`config.mk`:
```
export PLATFORM = sky130hd
export DESIGN_NAME = spi_reg_bridge
export DESIGN_NICKNAME = d
export VERILOG_FILES = /design/src/rtl/spi_reg_bridge_pkg.sv /design/src/rtl/spi_reg_bridge_synchronizer.sv /design/src/rtl/spi_reg_bridge.sv
export SDC_FILE = /design/constraint.sdc
export NUM_CORES = 1
export LEC_CHECK = 0
export CAP_MARGIN = 20
export CORE_ASPECT_RATIO = 2
export CORE_MARGIN = 2
export CORE_UTILIZATION = 30
export DETAILED_ROUTE_END_ITERATION = 10
export GPL_TIMING_DRIVEN = 1
export HOLD_SLACK_MARGIN = 0.1
export PLACE_DENSITY = 0.5
export SETUP_SLACK_MARGIN = 0.2
export SYNTH_ARGS = -nofsm -noshare
export SYNTH_HDL_FRONTEND = slang
export SYNTH_SLANG_ARGS = --single-unit
```
`constraint.sdc`:
```
create_clock -name clk -period 2.8 [get_ports clk]
set_input_delay 0.56 -clock clk [delete_from_list [all_inputs] [get_ports clk]]
set_output_delay 0.56 -clock clk [all_outputs]
set_load 0.05 [all_outputs]
```
`src/rtl/spi_reg_bridge_pkg.sv`:
```
// Shared types and constants for the SPI-to-register bridge.
// Holds the FSM state encoding, command byte layout and the
// bit positions of the synchronised SPI pins.
package spi_reg_bridge_pkg;

   // Bridge protocol states
   typedef enum logic [2:0] {
      IDLE,
      CMD,
      WR,
      RD,
      HOLD
   } state_t;

   // Command byte layout
   localparam int CMD_W         = 8;
   localparam int CMD_WRITE_BIT = 7;

   // Bit counter width, large enough for a 32-bit word
   localparam int CNT_W = 6;

   // Positions of the SPI pins inside the synchroniser bus
   localparam int SYNC_CS   = 0;
   localparam int SYNC_SCK  = 1;
   localparam int SYNC_MOSI = 2;

   // Count value reached on the last bit of a field of the given width
   function automatic logic [CNT_W-1:0] last_bit(input int width);
      return CNT_W'(width - 1);
   endfunction

endpackage

```
`src/rtl/spi_reg_bridge_synchronizer.sv`:
```
// Multi-stage flip-flop synchroniser for asynchronous pins.
// All stages reset to zero; each stage is built by a generate loop so
// the depth follows the STAGES parameter directly.
module synchronizer #(
   parameter int STAGES = 2,
   parameter int WIDTH  = 3
) (
   input  logic             clk,
   input  logic             rst_n,
   input  logic [WIDTH-1:0] d,
   output logic [WIDTH-1:0] q
);

   genvar gi;
   generate
      for (gi = 0; gi < STAGES; gi++) begin : g_stage
         logic [WIDTH-1:0] q_reg;
         if (gi == 0) begin : g_first
            // First stage captures the raw pins
            always_ff @(posedge clk or negedge rst_n) begin
               if (!rst_n) q_reg <= '0;
               else        q_reg <= d;
            end
         end else begin : g_next
            // Later stages resolve metastability of the previous stage
            always_ff @(posedge clk or negedge rst_n) begin
               if (!rst_n) q_reg <= '0;
               else        q_reg <= g_stage[gi-1].q_reg;
            end
         end
      end
   endgenerate

   assign q = g_stage[STAGES-1].q_reg;

endmodule

```
`src/rtl/spi_reg_bridge.sv`:
```
// SPI mode-0 slave to register-file bridge.
// Raw SPI pins are synchronised, edge-detected and decoded into a command
// byte followed by DATA_W-bit words. Writes raise reg_we for one cycle,
// reads raise reg_re and serialise reg_rdata MSB first on spi_miso.
// Optional feature macro: SPI_REG_BRIDGE_BURST_EN enables address
// auto-increment bursts; without it a transaction carries one word.
module spi_reg_bridge
   import spi_reg_bridge_pkg::*;
#(
   parameter int ADDR_W      = 6,
   parameter int DATA_W      = 16,
   parameter int SYNC_STAGES = 2
) (
   input  logic              clk,
   input  logic              rst_n,
   input  logic              spi_cs_n,
   input  logic              spi_clk,
   input  logic              spi_mosi,
   output logic              spi_miso,
   output logic [ADDR_W-1:0] reg_addr,
   output logic [DATA_W-1:0] reg_wdata,
   output logic              reg_we,
   output logic              reg_re,
   input  logic [DATA_W-1:0] reg_rdata,
   output logic              busy
);

`ifdef SPI_REG_BRIDGE_BURST_EN
   localparam bit BURST_EN = 1'b1;
`else
   localparam bit BURST_EN = 1'b0;
`endif

   // Synchronised pins and registered edge events
   logic [2:0] pins_sync;
   logic       cs_prev_reg;
   logic       sck_prev_reg;
   logic       cs_fall_reg;
   logic       cs_rise_reg;
   logic       sck_rise_reg;
   logic       sck_fall_reg;
   logic       mosi_smp_reg;

   // Protocol state
   state_t            state_reg,   state_next;
   logic [CNT_W-1:0]  bit_cnt_reg, bit_cnt_next;
   logic [DATA_W-1:0] rx_reg,      rx_next;
   logic [DATA_W-1:0] tx_reg,      tx_next;
   logic              miso_reg,    miso_next;
   logic [ADDR_W-1:0] addr_reg,    addr_next;
   logic [DATA_W-1:0] wdata_reg,   wdata_next;
   logic              we_reg,      we_next;
   logic              re_reg,      re_next;
   logic              load_reg,    load_next;

   // Helpers computed in the next-state logic
   logic [DATA_W-1:0] rx_shifted;
   logic [DATA_W-1:0] tx_src;

   synchronizer #(
      .STAGES (SYNC_STAGES),
      .WIDTH  (3)
   ) u_sync (
      .clk   (clk),
      .rst_n (rst_n),
      .d     ({spi_mosi, spi_clk, spi_cs_n}),
      .q     (pins_sync)
   );

   // Edge detection on the synchronised pins. The chain resets to zero, so
   // a CS held low across reset never looks like a fresh falling edge.
   always_ff @(posedge clk or negedge rst_n) begin
      if (!rst_n) begin
         cs_prev_reg  <= 1'b0;
         sck_prev_reg <= 1'b0;
         cs_fall_reg  <= 1'b0;
         cs_rise_reg  <= 1'b0;
         sck_rise_reg <= 1'b0;
         sck_fall_reg <= 1'b0;
         mosi_smp_reg <= 1'b0;
      end else begin
         cs_prev_reg  <= pins_sync[SYNC_CS];
         sck_prev_reg <= pins_sync[SYNC_SCK];
         cs_fall_reg  <= cs_prev_reg & ~pins_sync[SYNC_CS];
         cs_rise_reg  <= ~cs_prev_reg & pins_sync[SYNC_CS];
         sck_rise_reg <= ~sck_prev_reg & pins_sync[SYNC_SCK];
         sck_fall_reg <= sck_prev_reg & ~pins_sync[SYNC_SCK];
         // MOSI is stable around the SCK rising edge, so it is captured
         // alongside the edge event it belongs to.
         mosi_smp_reg <= pins_sync[SYNC_MOSI];
      end
   end

   // Protocol state register
   always_ff @(posedge clk or negedge rst_n) begin
      if (!rst_n) begin
         state_reg   <= IDLE;
         bit_cnt_reg <= '0;
         rx_reg      <= '0;
         tx_reg      <= '0;
         miso_reg    <= 1'b0;
         addr_reg    <= '0;
         wdata_reg   <= '0;
         we_reg      <= 1'b0;
         re_reg      <= 1'b0;
         load_reg    <= 1'b0;
      end else begin
         state_reg   <= state_next;
         bit_cnt_reg <= bit_cnt_next;
         rx_reg      <= rx_next;
         tx_reg      <= tx_next;
         miso_reg    <= miso_next;
         addr_reg    <= addr_next;
         wdata_reg   <= wdata_next;
         we_reg      <= we_next;
         re_reg      <= re_next;
         load_reg    <= load_next;
      end
   end

   // Next-state, shifter and strobe logic
   always_comb begin
      state_next   = state_reg;
      bit_cnt_next = bit_cnt_reg;
      rx_next      = rx_reg;
      tx_next      = tx_reg;
      miso_next    = miso_reg;
      addr_next    = addr_reg;
      wdata_next   = wdata_reg;
      we_next      = 1'b0;
      re_next      = 1'b0;
      // Read data is taken the cycle after the read strobe
      load_next    = re_reg;

      rx_shifted = {rx_reg[DATA_W-2:0], mosi_smp_reg};
      // A falling SCK may arrive in the same cycle the read data is loaded;
      // the bypass lets the new word's MSB go straight onto MISO.
      tx_src     = load_reg ? reg_rdata : tx_reg;
      if (load_reg) tx_next = reg_rdata;

      // Write bursts step the address once the strobe has been seen
      if (BURST_EN && we_reg) addr_next = addr_reg + ADDR_W'(1);

      case (state_reg)
         IDLE: begin
            miso_next = 1'b0;
            if (cs_fall_reg) begin
               state_next   = CMD;
               bit_cnt_next = '0;
               rx_next      = '0;
               tx_next      = '0;
            end
         end

         CMD: begin
            miso_next = 1'b0;
            if (sck_rise_reg) begin
               rx_next      = rx_shifted;
               bit_cnt_next = bit_cnt_reg + CNT_W'(1);
               if (bit_cnt_reg == last_bit(CMD_W)) begin
                  bit_cnt_next = '0;
                  addr_next    = rx_shifted[ADDR_W-1:0];
                  if (rx_shifted[CMD_WRITE_BIT]) begin
                     state_next = WR;
                  end else begin
                     state_next = RD;
                     re_next    = 1'b1;
                  end
               end
            end
         end

         WR: begin
            if (sck_rise_reg) begin
               rx_next      = rx_shifted;
               bit_cnt_next = bit_cnt_reg + CNT_W'(1);
               if (bit_cnt_reg == last_bit(DATA_W)) begin
                  bit_cnt_next = '0;
                  wdata_next   = rx_shifted;
                  we_next      = 1'b1;
                  state_next   = BURST_EN ? WR : HOLD;
               end
            end
         end

         RD: begin
            if (sck_fall_reg) begin
               miso_next = tx_src[DATA_W-1];
               tx_next   = {tx_src[DATA_W-2:0], 1'b0};
            end
            if (sck_rise_reg) begin
               bit_cnt_next = bit_cnt_reg + CNT_W'(1);
               if (bit_cnt_reg == last_bit(DATA_W)) begin
                  bit_cnt_next = '0;
                  if (BURST_EN) begin
                     // Fetch the next word early enough for its MSB
                     addr_next = addr_reg + ADDR_W'(1);
                     re_next   = 1'b1;
                  end else begin
                     state_next = HOLD;
                     miso_next  = 1'b0;
                  end
               end
            end
         end

         HOLD: begin
            miso_next = 1'b0;
         end

         default: begin
            state_next = IDLE;
            miso_next  = 1'b0;
         end
      endcase

      // CS release ends the transaction; a word completing in the same
      // cycle has already raised its strobe above.
      if (state_reg != IDLE && cs_rise_reg) begin
         state_next   = IDLE;
         bit_cnt_next = '0;
         miso_next    = 1'b0;
      end
   end

   assign spi_miso  = miso_reg;
   assign reg_addr  = addr_reg;
   assign reg_wdata = wdata_reg;
   assign reg_we    = we_reg;
   assign reg_re    = re_reg;
   assign busy      = (state_reg != IDLE);

endmodule

```
==> metrics.txt <==
status=complete, no violations; Mean Syn Cell Area=about 13 um2; GR Overflow Total=0; Core Area=10900 um2; TritonCTS clock tree=done; Setup Skew=0.00788 ns; Slew @ Worst Pin=0.830 ns; power per cell area=765 nW/um2; residual DRC count=0; post-route cell area=4290 um2; Sink Count=79; Async SR Flop Fraction=100%; Gate Count Post-Synth=261; Final #Nets=333; Worst VDD drop=366 uV; crit-path max FO=13; placed cell area=3960 um2; crit path capture type=output port; commonest non-fill, non-tap cell in the layout=dfrtp_1; synthesized area=3340 um2; Synth Net Count=283; CP delay by family, top=buffers and inverters; Multi-input gate area=1250 um2; Leak=1.90 nW; CP required=2.24 ns; post-CTS setup buffer count=0; Vias/cell=about 4.7; EDFF count, synth=0; cts repair resizes=0; Reg power frac=44.4%; worst-path cell chain=or3_1, clkdlybuf4s50_1; Seq/Total Area, Yosys=59.2%; logic gate share of total power=15.7%; row count=54; clk buf depth=2; H-Tree Depth=3; clk root buf=clkbuf_16; CTS Buf Count=9; Detailed Routing Iterations Pass 1=4; Slew headroom=approximately 44%; largest net degree at the start of global routing=between 40 and 50; final hold violations=0; Routed WL per cell=14.9 um; RSZ-0062 raised after global routing=false; setup violators final=0; total inserted antenna cells=0; hpwl dp=4.69 mm; Final Critical Period=roughly 2.5 ns; routability congestion estimate=0.743; sw frac=a little over a quarter; Syn-to-layout area delta=28.5%; CP Buf/Inv Count=1; critical path launch point type=flop; layout cells sized above 1=18.4%; Initial DRC Count=between 70 and 80; Netlist cell types=45; clock latency at the later pin of the worst-skew pair=0.34 ns; prevailing post-synth register cell=dfrtp_1; Yosys reg bits=79; initial antenna violation count=0; vias in the first global route=around 2300; crit path max-delay cell type=clkdlybuf4s50_1; total wire length=6.82 mm; DIE WIDTH=78.6 um; Starting Density=30.7%; post-route ant nets=0; Setup Crit Path Kind=flop to output port; Filler cells=between 1000 and 1500; CTS clock-pin slew for the worst setup and hold paths=0.06 ns; fin crit share=90.4%; peak per-stage delay on the critical path=about 0.7 ns; cell internal pwr=0.00242 W; setup_tns=0 ns; die footprint=about 12000 um2; Final Max Slew Viols=0; worst path arrival time=1.97 ns; DIE HEIGHT=153 um; Hold Crit Class=input port to async pin; max-cap violation count=0; Hold-fix buffers, CTS=0; Synth warnings=0; Total Routing Usage GR=12.4%; most frequent cells in the layout=dfrtp_1, clkdlybuf4s50_1, mux2i_1; first-pass GRT wire length=11.6 mm; via count=2156; Port Buf Inserts=46; I/O pin total=47; Max Clk Rate=395 MHz; switching pwr=roughly 0.00086 W; clock share of power=39.9%; register area=1980 um2
[per-stage QoR]
| step | cells | util, % | total power (W) | hold WS, ns | setup WS (ns) |
|---|---|---|---|---|---|
| floorplan | 261 | - | 0.00181 | 0.264 | 0.746 |
| global placement | 440 | 36.4 | 0.00199 | 0.335 | 0.628 |
| detailed placement | 440 | 36.4 | 0.00200 | 0.336 | 0.635 |
| CTS | 456 | 39.5 | 0.00334 | 0.192 | 0.264 |
| global route | 456 | 39.5 | 0.00348 | 0.204 | 0.212 |
| finish | 456 | 39.5 | 0.00328 | 0.183 | 0.268 |
[layer usage]
metal / up-vias / share of wire, % / GRT usage (%)
li1: 1031 / - / -
met1: 1074 / 42 / 14.5
met2: 46 / 53 / 21.3
met3: 5 / 3.2 / 3.07
met4: 0 / 1.3 / 5.26
met5: - / 0 / 0
[power groups by stage]
stage	combinational (W)	clock (W)	sequential [W]
after floorplan	0.000330	0	0.00148
after global placement	0.000512	0	0.00148
after detailed placement	0.000521	0	0.00148
after CTS	0.000525	0.00135	0.00146
after global routing	0.000579	0.00141	0.00149
final	0.000515	0.00131	0.00146
[logic make-up (layout without fill, tap and decap cells)]
family	after synthesis	in the layout	share of synthesized area, %
simple gates	64	64	10.8
flops	79	79	59.2
xor+xnor	1	1	0.262
buf+inv	23	78	3.44
compound gates	38	38	7.41
fa+ha+maj	1	1	0.374
mux	55	55	18.6
[cell usage after synthesis, drive strengths merged (2+ instances only)]
library cell | instances | share of area [%]
o21ai | 7 | 1.0
nor2 | 10 | 1.2
a21oi | 6 | 1.0
or3b | 2 | 0.52
buf | 5 | 1.3
nand3 | 5 | 1.1
nor3 | 9 | 1.3
o22ai | 15 | 2.8
clkbuf | 8 | 1.0
mux2i | 26 | 7.8
nand2b | 3 | 0.56
nand4b | 2 | 0.52
mux2 | 29 | 11
inv | 10 | 1.1
nor2b | 5 | 0.94
o211ai | 2 | 0.45
nand2 | 19 | 2.1
dfrtp | 79 | 59
[worst reg2reg max path, delay by kind of cell (launching register included)]
family / cells / cell delay [ns]
adder cells (fa/ha/maj): 1 / 0.25
flip-flops: 1 / 0.39
multiplexers: 1 / 0.36
AND/OR/NAND/NOR: 3 / 1.06
[layout make-up]
cell class | instances | area share, %
repair buffers | 52 | 12.0
well taps | 140 | 4.08
multi-input cells | 159 | 29.1
inverters | 10 | 0.874
clock buffers | 10 | 5.33
clock inverters | 6 | 2.54
flip-flops and latches | 79 | 46.1
[worst paths after layout]
check	cells after the start	start	slack, ns	end
worst max register to register	5	bit_cnt_reg[0]$_DFFE_PN0P_	0.64	reg_wdata[8]$_DFFE_PN0P_
worst min-delay path	1	rst_n	0.18	u_sync.g_stage[0].q_reg[0]$_DFF_PN0_
min in group clk	0	u_sync.g_stage[0].q_reg[0]$_DFF_PN0_	0.35	u_sync.q[0]$_DFF_PN0_
worst max-delay path	2	state_reg[0]$_DFFE_PN0P_	0.27	busy
max in group asynchronous	2	rst_n	2.01	reg_wdata[8]$_DFFE_PN0P_
worst min register to register	0	u_sync.g_stage[0].q_reg[0]$_DFF_PN0_	0.35	u_sync.q[0]$_DFF_PN0_
No activity file was read; power rests on OpenSTA's default activity.
